==> src/rtl/exmem_pkg.sv <==
// Shared definitions for the EX->MEM pipeline stage: control-bit layout,
// payload width helper, skid-buffer state encoding and branch decision.
package exmem_pkg;

  localparam int CTRL_W          = 6;
  // Bit positions inside ctrl = {branch, mem_read, mem_to_reg, mem_write, reg_write, jump}
  localparam int CTRL_JUMP       = 0;
  localparam int CTRL_REG_WRITE  = 1;
  localparam int CTRL_MEM_WRITE  = 2;
  localparam int CTRL_MEM_TO_REG = 3;
  localparam int CTRL_MEM_READ   = 4;
  localparam int CTRL_BRANCH     = 5;

  localparam int DATA_W_DEF = 32;
  localparam int REG_W_DEF  = 5;

  // Payload = alu_res, pc_plus4, target, wdata, pc_count, zero, wreg, ctrl
  function automatic int payload_w(input int data_w, input int reg_w);
    return 5 * data_w + 1 + reg_w + CTRL_W;
  endfunction

  localparam int PAYLOAD_W = payload_w(DATA_W_DEF, REG_W_DEF);

  typedef enum logic [1:0] {
    SKID_EMPTY = 2'd0,
    SKID_ONE   = 2'd1,
    SKID_FULL  = 2'd2
  } skid_state_e;

  // Branch/jump taken decision for a (possibly empty) head entry
  function automatic logic take_branch(input logic vld,
                                       input logic [CTRL_W-1:0] ctrl,
                                       input logic zero);
    return vld & ((ctrl[CTRL_BRANCH] & zero) | ctrl[CTRL_JUMP]);
  endfunction

endpackage

==> src/rtl/exmem_if.sv <==
// One valid/ready beat channel carrying the EX->MEM payload.
interface exmem_if #(
  parameter int DATA_W = 32,
  parameter int REG_W  = 5
);
  import exmem_pkg::*;

  logic              valid;
  logic              ready;
  logic [DATA_W-1:0] alu_res;
  logic [DATA_W-1:0] pc_plus4;
  logic [DATA_W-1:0] target;
  logic [DATA_W-1:0] wdata;
  logic [DATA_W-1:0] pc_count;
  logic              zero;
  logic [REG_W-1:0]  wreg;
  logic [CTRL_W-1:0] ctrl;

  modport master (
    output valid, alu_res, pc_plus4, target, wdata, pc_count, zero, wreg, ctrl,
    input  ready
  );

  modport slave (
    input  valid, alu_res, pc_plus4, target, wdata, pc_count, zero, wreg, ctrl,
    output ready
  );

endinterface

==> src/rtl/exmem_pipe_stage_skid.sv <==
// Generic two-entry skid buffer: registered in_ready, in-order delivery,
// synchronous flush that empties both entries.
module pipe_skid_buf
  import exmem_pkg::*;
#(
  parameter int WIDTH = 8
) (
  input  logic             clk,
  input  logic             rst,
  input  logic             flush,
  input  logic             in_valid,
  output logic             in_ready,
  input  logic [WIDTH-1:0] in_data,
  output logic             out_valid,
  input  logic             out_ready,
  output logic [WIDTH-1:0] out_data
);

  skid_state_e      state_q, state_d;
  logic [WIDTH-1:0] head_p1, skid_p1;
  logic [WIDTH-1:0] head_d, skid_d;
  logic             ready_p1;
  logic             accept, retire;

  assign accept    = in_valid & ready_p1;
  assign retire    = (state_q != SKID_EMPTY) & out_ready;
  assign in_ready  = ready_p1;
  assign out_valid = (state_q != SKID_EMPTY);
  assign out_data  = head_p1;

  // Next state and entry loads; flush overrides everything
  always_comb begin
    state_d = state_q;
    head_d  = head_p1;
    skid_d  = skid_p1;
    case (state_q)
      SKID_EMPTY: begin
        if (accept) begin
          state_d = SKID_ONE;
          head_d  = in_data;
        end
      end
      SKID_ONE: begin
        if (accept && retire) begin
          head_d = in_data;
        end else if (accept) begin
          state_d = SKID_FULL;
          skid_d  = in_data;
        end else if (retire) begin
          state_d = SKID_EMPTY;
        end
      end
      SKID_FULL: begin
        // in_ready is low here, so only a retire can happen
        if (retire) begin
          state_d = SKID_ONE;
          head_d  = skid_p1;
        end
      end
      default: state_d = SKID_EMPTY;
    endcase
    if (flush) state_d = SKID_EMPTY;
  end

  // State, registered in_ready and entry storage
  always_ff @(posedge clk or posedge rst) begin
    if (rst) begin
      state_q  <= SKID_EMPTY;
      ready_p1 <= 1'b1;
      head_p1  <= '0;
      skid_p1  <= '0;
    end else begin
      state_q  <= state_d;
      ready_p1 <= (state_d != SKID_FULL);
      head_p1  <= head_d;
      skid_p1  <= skid_d;
    end
  end

endmodule

==> src/rtl/exmem_pipe_stage.sv <==
// EX->MEM pipeline register with valid/ready, optional skid buffer, flush
// and a branch-resolve output computed from the head entry only.
module exmem_pipe_stage
  import exmem_pkg::*;
#(
  parameter int DATA_W = 32,
  parameter int REG_W  = 5,
  parameter int SKID   = 1
) (
  input  logic    clk,
  input  logic    rst,
  input  logic    flush,
  exmem_if.slave  in_bus,
  exmem_if.master out_bus,
  output logic    out_take_br
);

  localparam int PW = payload_w(DATA_W, REG_W);

  logic [PW-1:0]     in_data;
  logic [PW-1:0]     head_data;
  logic              head_vld;
  logic [CTRL_W-1:0] head_ctrl;

  assign in_data = {in_bus.alu_res, in_bus.pc_plus4, in_bus.target, in_bus.wdata,
                    in_bus.pc_count, in_bus.zero, in_bus.wreg, in_bus.ctrl};

  generate
    if (SKID != 0) begin : g_skid
      pipe_skid_buf #(
        .WIDTH (PW)
      ) u_skid (
        .clk       (clk),
        .rst       (rst),
        .flush     (flush),
        .in_valid  (in_bus.valid),
        .in_ready  (in_bus.ready),
        .in_data   (in_data),
        .out_valid (head_vld),
        .out_ready (out_bus.ready),
        .out_data  (head_data)
      );
    end else begin : g_reg
      logic          vld_p1;
      logic [PW-1:0] data_p1;

      // Single register: free when empty or being drained this cycle
      assign in_bus.ready = out_bus.ready | ~vld_p1;
      assign head_vld     = vld_p1;
      assign head_data    = data_p1;

      // Load on every ready cycle; an idle input leaves a bubble
      always_ff @(posedge clk or posedge rst) begin
        if (rst) begin
          vld_p1  <= 1'b0;
          data_p1 <= '0;
        end else if (flush) begin
          vld_p1 <= 1'b0;
        end else if (in_bus.ready) begin
          vld_p1 <= in_bus.valid;
          if (in_bus.valid) data_p1 <= in_data;
        end
      end
    end
  endgenerate

  // ---- head entry -> MEM stage ----
  assign {out_bus.alu_res, out_bus.pc_plus4, out_bus.target, out_bus.wdata,
          out_bus.pc_count, out_bus.zero, out_bus.wreg, head_ctrl} = head_data;

  assign out_bus.valid = head_vld;
  // A bubble must never carry write enables into MEM
  assign out_bus.ctrl  = head_vld ? head_ctrl : '0;
  assign out_take_br   = take_branch(head_vld, head_ctrl, out_bus.zero);

endmodule

==> src/flat_wrapper.sv <==
// flat-port wrapper written by rule: the top's interface ports become plain ports
module exmem_pipe_stage_flat import exmem_pkg::*;
#(
  parameter int DATA_W = 32,
  parameter int REG_W  = 5,
  parameter int SKID   = 1
)
  (clk, rst, flush, out_take_br, in_bus_valid, in_bus_alu_res, in_bus_pc_plus4, in_bus_target, in_bus_wdata, in_bus_pc_count, in_bus_zero, in_bus_wreg, in_bus_ctrl, in_bus_ready, out_bus_valid, out_bus_alu_res, out_bus_pc_plus4, out_bus_target, out_bus_wdata, out_bus_pc_count, out_bus_zero, out_bus_wreg, out_bus_ctrl, out_bus_ready);
  exmem_if #(.DATA_W(DATA_W), .REG_W(REG_W)) in_bus_i ();
  exmem_if #(.DATA_W(DATA_W), .REG_W(REG_W)) out_bus_i ();
  input  logic clk;
  input  logic rst;
  input  logic flush;
  output logic out_take_br;
  input wire logic [$bits(in_bus_i.valid)-1:0] in_bus_valid;
  input wire logic [$bits(in_bus_i.alu_res)-1:0] in_bus_alu_res;
  input wire logic [$bits(in_bus_i.pc_plus4)-1:0] in_bus_pc_plus4;
  input wire logic [$bits(in_bus_i.target)-1:0] in_bus_target;
  input wire logic [$bits(in_bus_i.wdata)-1:0] in_bus_wdata;
  input wire logic [$bits(in_bus_i.pc_count)-1:0] in_bus_pc_count;
  input wire logic [$bits(in_bus_i.zero)-1:0] in_bus_zero;
  input wire logic [$bits(in_bus_i.wreg)-1:0] in_bus_wreg;
  input wire logic [$bits(in_bus_i.ctrl)-1:0] in_bus_ctrl;
  output wire logic [$bits(in_bus_i.ready)-1:0] in_bus_ready;
  output wire logic [$bits(out_bus_i.valid)-1:0] out_bus_valid;
  output wire logic [$bits(out_bus_i.alu_res)-1:0] out_bus_alu_res;
  output wire logic [$bits(out_bus_i.pc_plus4)-1:0] out_bus_pc_plus4;
  output wire logic [$bits(out_bus_i.target)-1:0] out_bus_target;
  output wire logic [$bits(out_bus_i.wdata)-1:0] out_bus_wdata;
  output wire logic [$bits(out_bus_i.pc_count)-1:0] out_bus_pc_count;
  output wire logic [$bits(out_bus_i.zero)-1:0] out_bus_zero;
  output wire logic [$bits(out_bus_i.wreg)-1:0] out_bus_wreg;
  output wire logic [$bits(out_bus_i.ctrl)-1:0] out_bus_ctrl;
  input wire logic [$bits(out_bus_i.ready)-1:0] out_bus_ready;
  assign in_bus_i.valid = in_bus_valid;
  assign in_bus_i.alu_res = in_bus_alu_res;
  assign in_bus_i.pc_plus4 = in_bus_pc_plus4;
  assign in_bus_i.target = in_bus_target;
  assign in_bus_i.wdata = in_bus_wdata;
  assign in_bus_i.pc_count = in_bus_pc_count;
  assign in_bus_i.zero = in_bus_zero;
  assign in_bus_i.wreg = in_bus_wreg;
  assign in_bus_i.ctrl = in_bus_ctrl;
  assign in_bus_ready = in_bus_i.ready;
  assign out_bus_valid = out_bus_i.valid;
  assign out_bus_alu_res = out_bus_i.alu_res;
  assign out_bus_pc_plus4 = out_bus_i.pc_plus4;
  assign out_bus_target = out_bus_i.target;
  assign out_bus_wdata = out_bus_i.wdata;
  assign out_bus_pc_count = out_bus_i.pc_count;
  assign out_bus_zero = out_bus_i.zero;
  assign out_bus_wreg = out_bus_i.wreg;
  assign out_bus_ctrl = out_bus_i.ctrl;
  assign out_bus_i.ready = out_bus_ready;
  exmem_pipe_stage #(.DATA_W(DATA_W), .REG_W(REG_W), .SKID(SKID)) u_core (.clk(clk), .rst(rst), .flush(flush), .in_bus(in_bus_i), .out_bus(out_bus_i), .out_take_br(out_take_br));
endmodule
==> config.mk <==
export PLATFORM = sky130hd
export DESIGN_NAME = exmem_pipe_stage_flat
export DESIGN_NICKNAME = d
export VERILOG_FILES = /design/src/rtl/exmem_pkg.sv /design/src/rtl/exmem_if.sv /design/src/rtl/exmem_pipe_stage_skid.sv /design/src/rtl/exmem_pipe_stage.sv /design/src/flat_wrapper.sv
export SDC_FILE = /design/constraint.sdc
export NUM_CORES = 1
export LEC_CHECK = 0
export CORE_UTILIZATION = 70
export CTS_BUF_LIST = sky130_fd_sc_hd__clkbuf_2
export DETAILED_ROUTE_END_ITERATION = 8
export DONT_BUFFER_PORTS = 1
export GPL_ROUTABILITY_DRIVEN = 0
export HOLD_SLACK_MARGIN = 0.02
export PLACE_DENSITY_LB_ADDON = 0.12
export SLEW_MARGIN = 20
export SYNTH_ARGS = -nofsm -noshare
export SYNTH_HDL_FRONTEND = slang
export SYNTH_SLANG_ARGS = --single-unit
==> constraint.sdc <==
create_clock -name clk -period 42.6 [get_ports clk]
set_input_delay 12.78 -clock clk [delete_from_list [all_inputs] [get_ports clk]]
set_output_delay 12.78 -clock clk [all_outputs]
set_load 0.1 [all_outputs]
# After elaboration in Yosys (flattened, before gate mapping)
# Index checks and enable logic that the tools add are counted.
[classes]
n_eq_ne = 6
div = 0
n_reduce_logical = 6
addsub = 0
n_bitwise = 6
mux = 12
n_lt_le_gt_ge = 0
shift = 0
multipliers = 0
[op_table]
columns = ["op", "count"]
rows = [
  ["$mux 172", 3],
  ["$pmux 172 s3", 1],
  ["$mux 2", 6],
  ["$ne 2x2->1 const B", 4],
  ["$mux 6", 1],
  ["$pmux 2 s3", 1],
  ["$and 1x1->1", 4],
  ["$reduce_and 4->1", 1],
  ["$reduce_and 3->1", 1],
  ["$reduce_bool 3->1", 1],
  ["$eq 2x1->1 const B", 1],
  ["$eq 2x2->1 const B", 1],
  ["$logic_not 2->1", 1],
  ["$reduce_bool 2->1", 1],
  ["$logic_and 1x1->1", 1],
  ["$not 1->1", 1],
  ["$or 1x1->1", 1],
]
[word_totals]
rom_bits = 0
latch_bits = 0
input_bits = 177
output_inout_bits = 175
n_memories = 0
register_bits = 347
ram_bits = 0

# Depth between registers and ports, before layout
[logic_depth]
word_depth = 8
depth_mapped = 6
depth_no_buf = 3

# Modules after synthesis
# Synthesis repeated with hierarchy kept, for this count alone.
[unflattened]
hier_cells = 982
hier_area_um2 = 14559.0
[modules_own_cells]
columns = ["module", "area_per_inst_um2", "cells_each", "n_inst", "seq_area_each_um2"]
rows = [
  ["pipe_skid_buf", 14502.7, 974, 1, 8684.6],
  ["exmem_pipe_stage", 56.3, 8, 1, 0.0],
]

# Worst setup path before layout
# No wires, ideal clock.
[synth_timing]
path_type = "register -> output"
from = "register u_core.g_skid.u_skid.head_p1[11] (netlist: u_core.g_skid.u_skid.out_data[11])"
to = "output port out_take_br"
stages_incl_launch_ff = 3
t_arrival_ps = 2351
setup_slack_ps = 27469
t_required_ps = 29820
n_path_buf = 0
path_cell_list = "dfrtp_1 -> a21oi_1 -> nor2_1"
[synth_via]
elab_chain_cells = 3
[synth_lines]
columns = ["item", "line", "text"]
rows = [
  ["start, declared", "exmem_pipe_stage_skid.sv:20", "logic [WIDTH-1:0] head_p1, skid_p1;"],
  ["start signal, assigned", "exmem_pipe_stage_skid.sv:70", "head_p1 <= '0;"],
  ["start signal, assigned", "exmem_pipe_stage_skid.sv:75", "head_p1 <= head_d;"],
  ["$and 1x1->1", "exmem_pkg.sv:34", "return vld & ((ctrl[CTRL_BRANCH] & zero) | ctrl[CTRL_JUMP]);"],
  ["$or 1x1->1", "exmem_pkg.sv:34", ""],
  ["$and 1x1->1", "exmem_pkg.sv:34", ""],
  ["end, declared", "flat_wrapper.sv:14", "output logic out_take_br;"],
]
# No other way between the ends.

# Final worst setup path
# Same ends and word-level chain as after synthesis.

==> Flow_metrics.wiki <==
{| class="wikitable"
! Metric !! Value
|-
| Peak-usage layer in the global routing report || met2
|-
| Crit-path slowest cell || sky130_fd_sc_hd__dfrtp_1
|-
| Boundary pin count || 352
|-
| Mapped Nets || 1325
|-
| Final #Nets || 1167
|-
| Synth Cell Area || 15800 um2
|-
| Library cell used as clock root buffer || sky130_fd_sc_hd__clkbuf_2
|-
| # hold bufs at CTS || 0
|-
| Number of nets with antenna violations after detailed routing || 0
|-
| Routed WL || 34200 um
|-
| Final period utilization || 36.6%
|-
| Arrival time of the worst setup path || 2.82 ns
|-
| Global Route met3 Usage || 13.9%
|-
| Count of input and output buffers || 0
|-
| Met2 layer usage reported by global route || 46.3%
|-
| Static leakage || 0.00659 uW
|-
| Crit path buf inv count || 0
|-
| Number of synthesis warnings || 0
|-
| Chip height || 152 um
|-
| Final setup vio count || 0
|-
| Count of cells resized by post-cts repair || 0
|-
| Clk sinks || 347
|-
| Internal Dissipation || 560 uW
|-
| Number of placed cells counting well taps || 1181
|-
| Hold Path Class || reg -> reg
|-
| Maximum buffer depth of the clock tree || 3
|-
| Synthesized flop and latch total || 347
|-
| DRC violation count after routing || 23
|-
| Sequential area share after synthesis || 55.0%
|-
| Non-filler instance count after layout || 1327
|-
| Die span in x || 152 um
|-
| Final max-slew violation count || 0
|-
| Cell count after synthesis || 1148
|-
| First-pass iteration count of the detailed router || 9
|-
| Post-CTS clock slew at the launch and capture registers of the worst setup and hold paths || 0.09 ns
|-
| Count of standard-cell rows || 54
|-
| # H-tree levels || 3
|-
| Via-to-Cell Ratio || 6.78
|-
| Pin count of the biggest net entering global routing || 200
|-
| Number of design-rule violations left by the first detailed-router iteration || 619
|-
| Required arrival time at the worst endpoint || 29.82 ns
|-
| Switching power total || 418 uW
|-
| Category of cells accounting for the largest share of critical-path delay || flip-flops
|-
| Share of layout cells above drive strength 1 || 31.6%
|-
| Count of unique library cells instantiated by Yosys || 25
|-
| Failing checks || DRC
|-
| Share of power burned in the clock network || 21.3%
|-
| Number of buffers created by CTS || 85
|-
| Final hold viol count || 0
|-
| Switching part of the total power || 42.7%
|-
| RSZ-0062 raised after global routing || no
|-
| Combinational power share || 13.5%
|-
| HPWL after detailed placement || 21000 um
|-
| First-pass GRT wire length || 54000 um
|-
| Area delta synth->final || -2.43%
|-
| Max-cap violation count || 0
|-
| Full die area || 23200 um2
|-
| Cell Pwr Density || 63.5 nW/um2
|-
| Per-instance average area after synthesis || 13.8 um2
|-
| Min setup slack post-route || 27.00 ns
|-
| Startpoint class of the critical path || register
|-
| Met1 Use GR || 35.1%
|-
| Kind of critical path || reg -> out
|-
| Total track usage || 29.7%
|-
| Clk_skew || 0.0437 ns
|-
| Highest Clock Rate || 64.1 MHz
|-
| Core region area || 22000 um2
|-
| Nature of the critical path endpoint || output port
|-
| Final routed wire length divided by cell count || 25.8 um
|-
| Overflow left after global routing || 0
|-
| Insertion delay of the later-clocked pin in the worst-skew pair || 0.84 ns
|-
| Final period demand of the worst path || 15.60 ns
|-
| Relative contribution of sequential cells to total power || 65.2%
|-
| Highest ir drop seen on vdd || 0.0000393 V
|-
| Setup_tns || 0 ns
|-
| Pre-CTS setup slack || 26.58 ns
|-
| Critical path fanouts, max || 3
|-
| Starting density of the core || 71.9%
|-
| Outcome || complete, but fails checks
|-
| Cell-by-cell trace of the critical path || a21oi_1 -> nor2_2
|-
| Slew at the pin closest to its max-slew limit || 1.12 ns
|-
| Max-slew headroom at the worst pin || 24.7%
|-
| Setup Buffers After CTS || 0
|-
| Largest stage delay on the critical path || 0.99 ns
|-
| Number of antenna violations at the first check in global routing || 1
|-
| TritonCTS clock tree || yes
|-
| Total via count after detailed routing || 9000
|-
| Via count of the first global-routing pass || 9792
|}
cells in the mapped netlist:
| library cell | n | area (um2) |
|---|---|---|
| sky130_fd_sc_hd__nand2b_1 | 1 | 6.26 |
| sky130_fd_sc_hd__clkbuf_1 | 56 | 210 |
| sky130_fd_sc_hd__nor2_1 | 2 | 7.51 |
| sky130_fd_sc_hd__mux2_4 | 80 | 1200 |
| sky130_fd_sc_hd__nand3b_4 | 1 | 20.0 |
| sky130_fd_sc_hd__dfrtp_1 | 346 | 8660 |
| sky130_fd_sc_hd__nand3b_1 | 1 | 7.51 |
| sky130_fd_sc_hd__o32a_1 | 172 | 1720 |
| sky130_fd_sc_hd__and3_1 | 1 | 6.26 |
| sky130_fd_sc_hd__mux2_2 | 92 | 1040 |
| sky130_fd_sc_hd__inv_1 | 4 | 15.0 |
| sky130_fd_sc_hd__buf_4 | 165 | 1240 |
| sky130_fd_sc_hd__buf_1 | 6 | 22.5 |
| sky130_fd_sc_hd__a21oi_1 | 1 | 5.00 |
| sky130_fd_sc_hd__nor4b_1 | 1 | 8.76 |
| sky130_fd_sc_hd__a211o_1 | 1 | 8.76 |
| sky130_fd_sc_hd__nand4b_1 | 1 | 8.76 |
| sky130_fd_sc_hd__o21a_1 | 172 | 1290 |
| sky130_fd_sc_hd__nor2b_1 | 7 | 43.8 |
| sky130_fd_sc_hd__o21ai_0 | 2 | 10.0 |
| sky130_fd_sc_hd__buf_2 | 24 | 120 |
| sky130_fd_sc_hd__a211oi_1 | 1 | 7.51 |
| sky130_fd_sc_hd__dfstp_2 | 1 | 26.3 |
| sky130_fd_sc_hd__buf_6 | 9 | 101 |
| sky130_fd_sc_hd__or3b_1 | 1 | 8.76 |
through the flow:
stage | cell area (um2) | util, % | hold slack, ns | power [uW]
after global placement | 14600 | 66.5 | 0.474 | 762
final | 15400 | 70.2 | 0.493 | 978
after CTS | 15300 | 69.9 | 0.498 | 984
after global routing | 15400 | 70.2 | 0.524 | 1020
after detailed placement | 14600 | 66.5 | 0.476 | 774
after floorplan | 15800 | - | 0.456 | 780
power by group through the flow:
stage	Combinational [uW]	Sequential [uW]	Clock, uW
finish	132	638	209
detailed placement	132	642	0
global route	142	645	233
global placement	125	637	0
floorplan	342	438	0
CTS	132	636	216
metal layers:
layer | routed length, um | part of all wire, %
met1 | 12500 | 36
met2 | 16500 | 48
met3 | 3970 | 12
met4 | 1250 | 3.7
met5 | 0 | 0
state kept, by name, summed over array words and instances (netlist names):
name / flops
u_core.g_skid.u_skid.out_data: 172
u_core.g_skid.u_skid.skid_p1: 172
u_core.g_skid.u_skid.state_q: 2
u_core.g_skid.u_skid.in_ready: 1
cell usage in the layout, fill, tap and decap left out, types with 2 or more instances in the layout:
cell / netlist / layout
sky130_fd_sc_hd__mux2_4: 80 / 80
sky130_fd_sc_hd__clkinv_1: 0 / 12
sky130_fd_sc_hd__o21a_1: 172 / 172
sky130_fd_sc_hd__buf_16: 0 / 2
sky130_fd_sc_hd__dfrtp_1: 346 / 346
sky130_fd_sc_hd__mux2_2: 92 / 92
sky130_fd_sc_hd__clkinv_2: 0 / 3
sky130_fd_sc_hd__o32a_1: 172 / 172
sky130_fd_sc_hd__nor2b_2: 0 / 6
sky130_fd_sc_hd__inv_1: 4 / 3
sky130_fd_sc_hd__clkinvlp_4: 0 / 2
sky130_fd_sc_hd__buf_6: 9 / 3
sky130_fd_sc_hd__clkbuf_2: 0 / 123
sky130_fd_sc_hd__buf_4: 165 / 9
area by class of cell:
type | count | area, um2
Timing Repair Buffer | 15 | 176
Antenna cell | 1 | 2.50
Sequential cell | 347 | 8680
Fill cell | 1482 | 6550
Clock inverter | 20 | 118
Tap cell | 280 | 350
Clock buffer | 123 | 616
Multi-Input combinational cell | 537 | 5440
Inverter | 4 | 22.5
worst paths after layout:
| path | start | to | slack [ns] | cells past startpoint |
|---|---|---|---|---|
| min reg2reg | u_core.g_skid.u_skid.out_data[2] | u_core.g_skid.u_skid.out_data[2] | 0.49 | 1 |
| max reg2reg | u_core.g_skid.u_skid.in_ready | u_core.g_skid.u_skid.skid_p1[80] | 39.15 | 6 |
| min in group asynchronous | rst | u_core.g_skid.u_skid.out_data[57] | 11.88 | 1 |
| min | u_core.g_skid.u_skid.out_data[2] | u_core.g_skid.u_skid.out_data[2] | 0.49 | 1 |
| max in group asynchronous | rst | u_core.g_skid.u_skid.skid_p1[24] | 28.47 | 4 |
| max | u_core.g_skid.u_skid.out_data[11] | out_take_br | 27.00 | 2 |
cell families (layout without fill, tap and decap cells):
| kind of cell | Yosys count | in the layout | synth area share [%] |
|---|---|---|---|
| AO/OA/AOI/OAI | 349 | 349 | 19.3 |
| flip-flops | 347 | 347 | 55.0 |
| other | 0 | 1 | 0 |
| buffers and inverters | 264 | 162 | 10.8 |
| AND/OR/NAND/NOR | 16 | 16 | 0.745 |
| multiplexers | 172 | 172 | 14.2 |
worst reg2reg max path: cells and delay by family (launching register included):
family | cells | cell delay (ns)
AND/OR/NAND/NOR | 2 | 0.82
multiplexers | 1 | 0.43
flip-flops | 1 | 0.58
buffers and inverters | 3 | 1.51
Note: power is estimated with default switching activity, not from simulation.
